**src/rtl/mem_port_arbiter_pkg.sv**
```systemverilog
// mem_port_arbiter_pkg: shared state type and widths for the memory port arbiter
package mem_port_arbiter_pkg;
  typedef enum logic [1:0] {IDLE = 2'd0, GNT_D = 2'd1, GNT_I = 2'd2} arb_state_t;
  localparam int DEF_ADDR_WIDTH = 32;
  localparam int DEF_DATA_WIDTH = 32;
  localparam int STREAK_W = 4;
  localparam int TMO_W = 8;
endpackage

```
**src/rtl/arb_watchdog.sv**
```systemverilog
// arb_watchdog: counts unacknowledged grant cycles and flags expiry at TIMEOUT-1
module arb_watchdog
  import mem_port_arbiter_pkg::*;
#(
  parameter int TIMEOUT = 64
) (
  input  logic clock,
  input  logic reset,
  input  logic en,
  input  logic clr,
  output logic expired
);
  logic [TMO_W-1:0] cnt;
  always_ff @(posedge clock or posedge reset)
    if (reset) cnt <= '0;
    else cnt <= clr ? '0 : en ? cnt + 1'b1 : cnt;
  assign expired = en & (cnt == TMO_W'(TIMEOUT - 1));
endmodule

```
**src/rtl/mem_port_arbiter.sv**
```systemverilog
// mem_port_arbiter: shares one memory port between instruction fetch and data access
module mem_port_arbiter
  import mem_port_arbiter_pkg::*;
#(
  parameter int ADDR_WIDTH   = DEF_ADDR_WIDTH,
  parameter int DATA_WIDTH   = DEF_DATA_WIDTH,
  parameter int MAX_D_STREAK = 4,
  parameter int TIMEOUT      = 64
) (
  input  logic                  clock,
  input  logic                  reset,
  input  logic                  if_req,
  input  logic [ADDR_WIDTH-1:0] if_addr,
  output logic [DATA_WIDTH-1:0] if_rdata,
  output logic                  if_ready,
  input  logic                  dm_read,
  input  logic                  dm_write,
  input  logic [ADDR_WIDTH-1:0] dm_addr,
  input  logic [DATA_WIDTH-1:0] dm_wdata,
  output logic [DATA_WIDTH-1:0] dm_rdata,
  output logic                  dm_ready,
  output logic                  stall_if,
  output logic                  stall_dm,
  output logic                  mem_req,
  output logic                  mem_we,
  output logic [ADDR_WIDTH-1:0] mem_addr,
  output logic [DATA_WIDTH-1:0] mem_wdata,
  input  logic [DATA_WIDTH-1:0] mem_rdata,
  input  logic                  mem_ack,
  output logic                  bus_err
);
  arb_state_t state, nxt;
  logic [STREAK_W-1:0] streak, streak_nxt;
  logic granted, tmo, done, dm_any, pick_d;
  assign granted = state != IDLE;
  assign done = granted & (mem_ack | tmo);
  assign dm_any = dm_read | dm_write;
  arb_watchdog #(.TIMEOUT(TIMEOUT)) u_wd (
    .clock(clock), .reset(reset), .en(granted & ~mem_ack), .clr(~granted | done), .expired(tmo)
  );
  always_comb begin
    streak_nxt = (~if_req | (done & (state == GNT_I))) ? '0 :
                 (done & (state == GNT_D) & (streak != STREAK_W'(MAX_D_STREAK))) ? streak + 1'b1 : streak;
    pick_d = dm_any & ~(if_req & (streak_nxt == STREAK_W'(MAX_D_STREAK)));
    nxt = (granted & ~done) ? state : pick_d ? GNT_D : if_req ? GNT_I : IDLE;
  end
  assign if_ready = (state == GNT_I) & (mem_ack | tmo);
  assign dm_ready = (state == GNT_D) & (mem_ack | tmo);
  assign if_rdata = tmo ? '0 : mem_rdata;
  assign dm_rdata = tmo ? '0 : mem_rdata;
  assign stall_if = if_req & ~if_ready;
  assign stall_dm = dm_any & ~dm_ready;
  always_ff @(posedge clock or posedge reset)
    if (reset) begin
      state <= IDLE;
      streak <= '0;
      bus_err <= 1'b0;
      mem_req <= 1'b0;
      mem_we <= 1'b0;
      mem_addr <= '0;
      mem_wdata <= '0;
    end else begin
      state <= nxt;
      streak <= streak_nxt;
      bus_err <= bus_err | tmo;
      if (~granted | done) begin
        mem_req <= nxt != IDLE;
        mem_we <= (nxt == GNT_D) ? dm_write : (nxt == GNT_I) ? 1'b0 : mem_we;
        mem_addr <= (nxt == GNT_D) ? dm_addr : (nxt == GNT_I) ? if_addr : mem_addr;
        mem_wdata <= (nxt == GNT_D) ? dm_wdata : mem_wdata;
      end
    end
endmodule
```
**config.mk**
```make
export PLATFORM = sky130hd
export DESIGN_NAME = mem_port_arbiter
export DESIGN_NICKNAME = d
export VERILOG_FILES = /design/src/rtl/mem_port_arbiter_pkg.sv /design/src/rtl/arb_watchdog.sv /design/src/rtl/mem_port_arbiter.sv
export SDC_FILE = /design/constraint.sdc
export NUM_CORES = 1
export LEC_CHECK = 0
export BUFFER_PORTS_ARGS = -buffer_cell sky130_fd_sc_hd__buf_4
export CORE_AREA = 3 3 125 97
export DETAILED_ROUTE_END_ITERATION = 7
export DIE_AREA = 0 0 128 100
export PLACE_DENSITY = 0.71
export SLEW_MARGIN = 20
export SYNTH_ARGS = -nofsm -noshare
export SYNTH_HDL_FRONTEND = slang
export SYNTH_SLANG_ARGS = --single-unit
```
**constraint.sdc**
```tcl
create_clock -name clock -period 9.1 [get_ports clock]
set_input_delay 1.82 -clock clock [delete_from_list [all_inputs] [get_ports clock]]
set_output_delay 1.82 -clock clock [all_outputs]
set_load 0.03 [all_outputs]
```
==> impl_metrics.toml <==
[drt]
ant_nets = 0
vias_per_cell = 4.76
num_vias = 3576
routed_wl_um = 11800
drcViolationCount = 0
dr.pass1.iters = 4
drtIter0Drc = 135
routedWlPerCell_um = 15.7

[critical_path]
worstRegToRegCells = 10
cp.depth = 4
critical_path_buf_inv_count = 2
crit_chain = "buf_4, and4b_1, nor2b_1, buf_4"
endpoint_kind = "primary output"
cp-start-kind = "primary input"
cp.required_ns = 7.28
critPathTopFamily = "simple AND/OR/NAND/NOR gates"
arrival_ns = 3.33
critPathSlowestCell = "and4b_1"
criticalPathCategory = "in2out"
crit_path_frequent_cell = "buf_4"
worst_path_largest_cell_delay_ns = 0.91
critPathMaxFanout = 33

[sta]
setup_viol = 0
setup_slack_ns = 3.95
fin_skew_ns = 0.0109
finalCritPeriodShare_pct = 56.5
max_freq_mhz = 194
setup_tns_ns = 0
final-max-slew-violation-count = 0
period_needed_ns = 5.15
rsz0062_at_grt = "no"
timing.hold.ws_ns = 0.470
slew_headroom_pct = 27.3
hold_violations = 0
worstMarginPinSlew_ns = 1.09

[yosys]
ys_seq_area_share_pct = 50.2
synth-seq-cells = 81
avgSynthCellArea_um2 = 10.7
synthCells = 376
yosys.area.top_type = "dfrtp_1"
synth_common_cells = "dfrtp_1 (81), nor2_1 (49), a21oi_1 (34), nor2b_1 (33)"
synthFlopType = "dfrtp_1"
synth.distinct_cells = 38
synth_nets = 515
post-synth-top-area-fraction_pct = 50.2
syn_area_um2 = 4030
yosysMostFrequentCell = "dfrtp_1"
yosysWarningCount = 0
synth_edf_count = 0
synthTopCellsByArea = "dfrtp_1 (50%), mux2_2 (8.4%), mux2i_1 (7.9%)"
async_reset_ff_share_pct = 100

[floorplan]
num_rows = 33
io_pins = 269
dieWidth_um = 128
core-area_um2 = 10900
die_y_um = 100
start_util_pct = 37.0
dieArea_um2 = 12800

[global_route]
grt_pass1_vias = 3550
antenna_found_initial = 0
grt.overflow.total = 0
grt_max_degree = 82
grt_pass1_wl_um = 17800
grt_use_total_pct = 17.8

[pwr]
p_seq_share_pct = 34.4
p_sw_share_pct = 35.4
clockPowerShare_pct = 29.2
power_switching_uw = 478
combPwrFrac_pct = 36.3
power.leakage_uw = 0.00319
p_per_area_nw_per_um2 = 216
p_int_uw = 873
ir_worst_vdd_mv = 0.152

[finish]
antennaDiodeCount = 0
area_delta_synth_final_pct = 55.1
final_util_pct = 57.4
drive_gt1_share_pct = 52.5
nets = 746

[worst_hold_path]
hold_path_class = "reg2reg"
hold_depth = 1

[run]
max_cap_viol_count = 0

[placed_design]
hpwlAfterDp_um = 9400
place_ws_ns = 3.91
numPortBuffers = 268
finalWeightedCongestion = 0.845

[clock_tree]
cts_root_buffer = "clkbuf_16"
cts.sinks = 81
ctsResizeCount = 0
clockBufferDepth = 2
clk_pin_slew_ns = 0.05
insertion_delay_ns = 0.34
cts_setup_buffers = 0
cts-hold-fix-buffers = 0
numCtsBuffers = 9
cts_max_level = 3
cts_tree = "built"

[status]
status = "completed"
metal layers:
metal,GRT usage (%),vias to the layer above,share of wire (%)
li1,-,1691,-
met1,18.3,1690,33
met2,32.5,179,53
met3,8.14,16,12
met4,5.14,0,1.8
met5,0,-,0
layout by cell type, fill, tap and decap left out, drive strengths merged, types with 2 or more instances in the layout:
master  instances
and3            4
nand3           7
nor2           49
xor2            4
dfrtp          81
o21ai           4
buf           270
xnor2           7
a21boi          2
nor2b          33
ha              5
mux2           32
mux2i          32
nand2           7
or2             2
inv             7
and2            3
bufinv          2
clkbuf          9
clkinv          4
a21oi          34
sequential cells by signal, indices dropped and copies added (netlist names):
name	flops
bus_err	1
mem_addr	32
mem_req	1
mem_wdata	32
mem_we	1
state	2
streak	4
u_wd.cnt	8
layout make-up:
cell class	instances	area [µm²]
Tap cell	140	175
Fill cell	948	4640
Multi-Input combinational cell	239	1680
Clock buffer	9	225
Timing Repair Buffer	270	2030
Clock inverter	7	100
Sequential cell	81	2030
Inverter	6	23.8
cells by family (layout without fill, tap and decap cells):
family / count (synthesis) / count (layout) / share of synthesized area (%)
AO/OA/AOI/OAI: 48 / 48 / 6.79
XOR/XNOR: 11 / 11 / 2.39
adder cells (fa/ha/maj): 5 / 5 / 1.55
buffers and inverters: 56 / 292 / 8.31
flip-flops: 81 / 81 / 50.2
multiplexers: 64 / 64 / 16.9
AND/OR/NAND/NOR: 111 / 111 / 13.8
through the flow:
stage	std cells	area [µm²]	power (µW)
2_1_floorplan	376	4030	764
3_3_place_gp	736	5930	960
3_5_place_dp	736	5930	969
4_1_cts	752	6250	1370
5_1_grt	752	6260	1420
6_report	752	6260	1350
power by group through the flow:
stage	Sequential, µW	Clock [µW]	Combinational [µW]
after floorplan	598	0	166
after global placement	468	0	492
after detailed placement	471	0	498
after CTS	466	404	498
after global routing	475	421	522
final	465	395	491
worst paths after layout:
check	start	to	slack [ns]
setup reg to reg	u_wd.cnt[0]	mem_wdata[21]	5.14
max in group asynchronous	reset	mem_addr[3]	6.91
hold reg to reg	bus_err	bus_err	0.47
min in group asynchronous	reset	mem_wdata[18]	1.68
setup / recovery	mem_ack	dm_rdata[12]	3.95
hold / removal	bus_err	bus_err	0.47
Note: power is estimated with default switching activity, not from simulation.
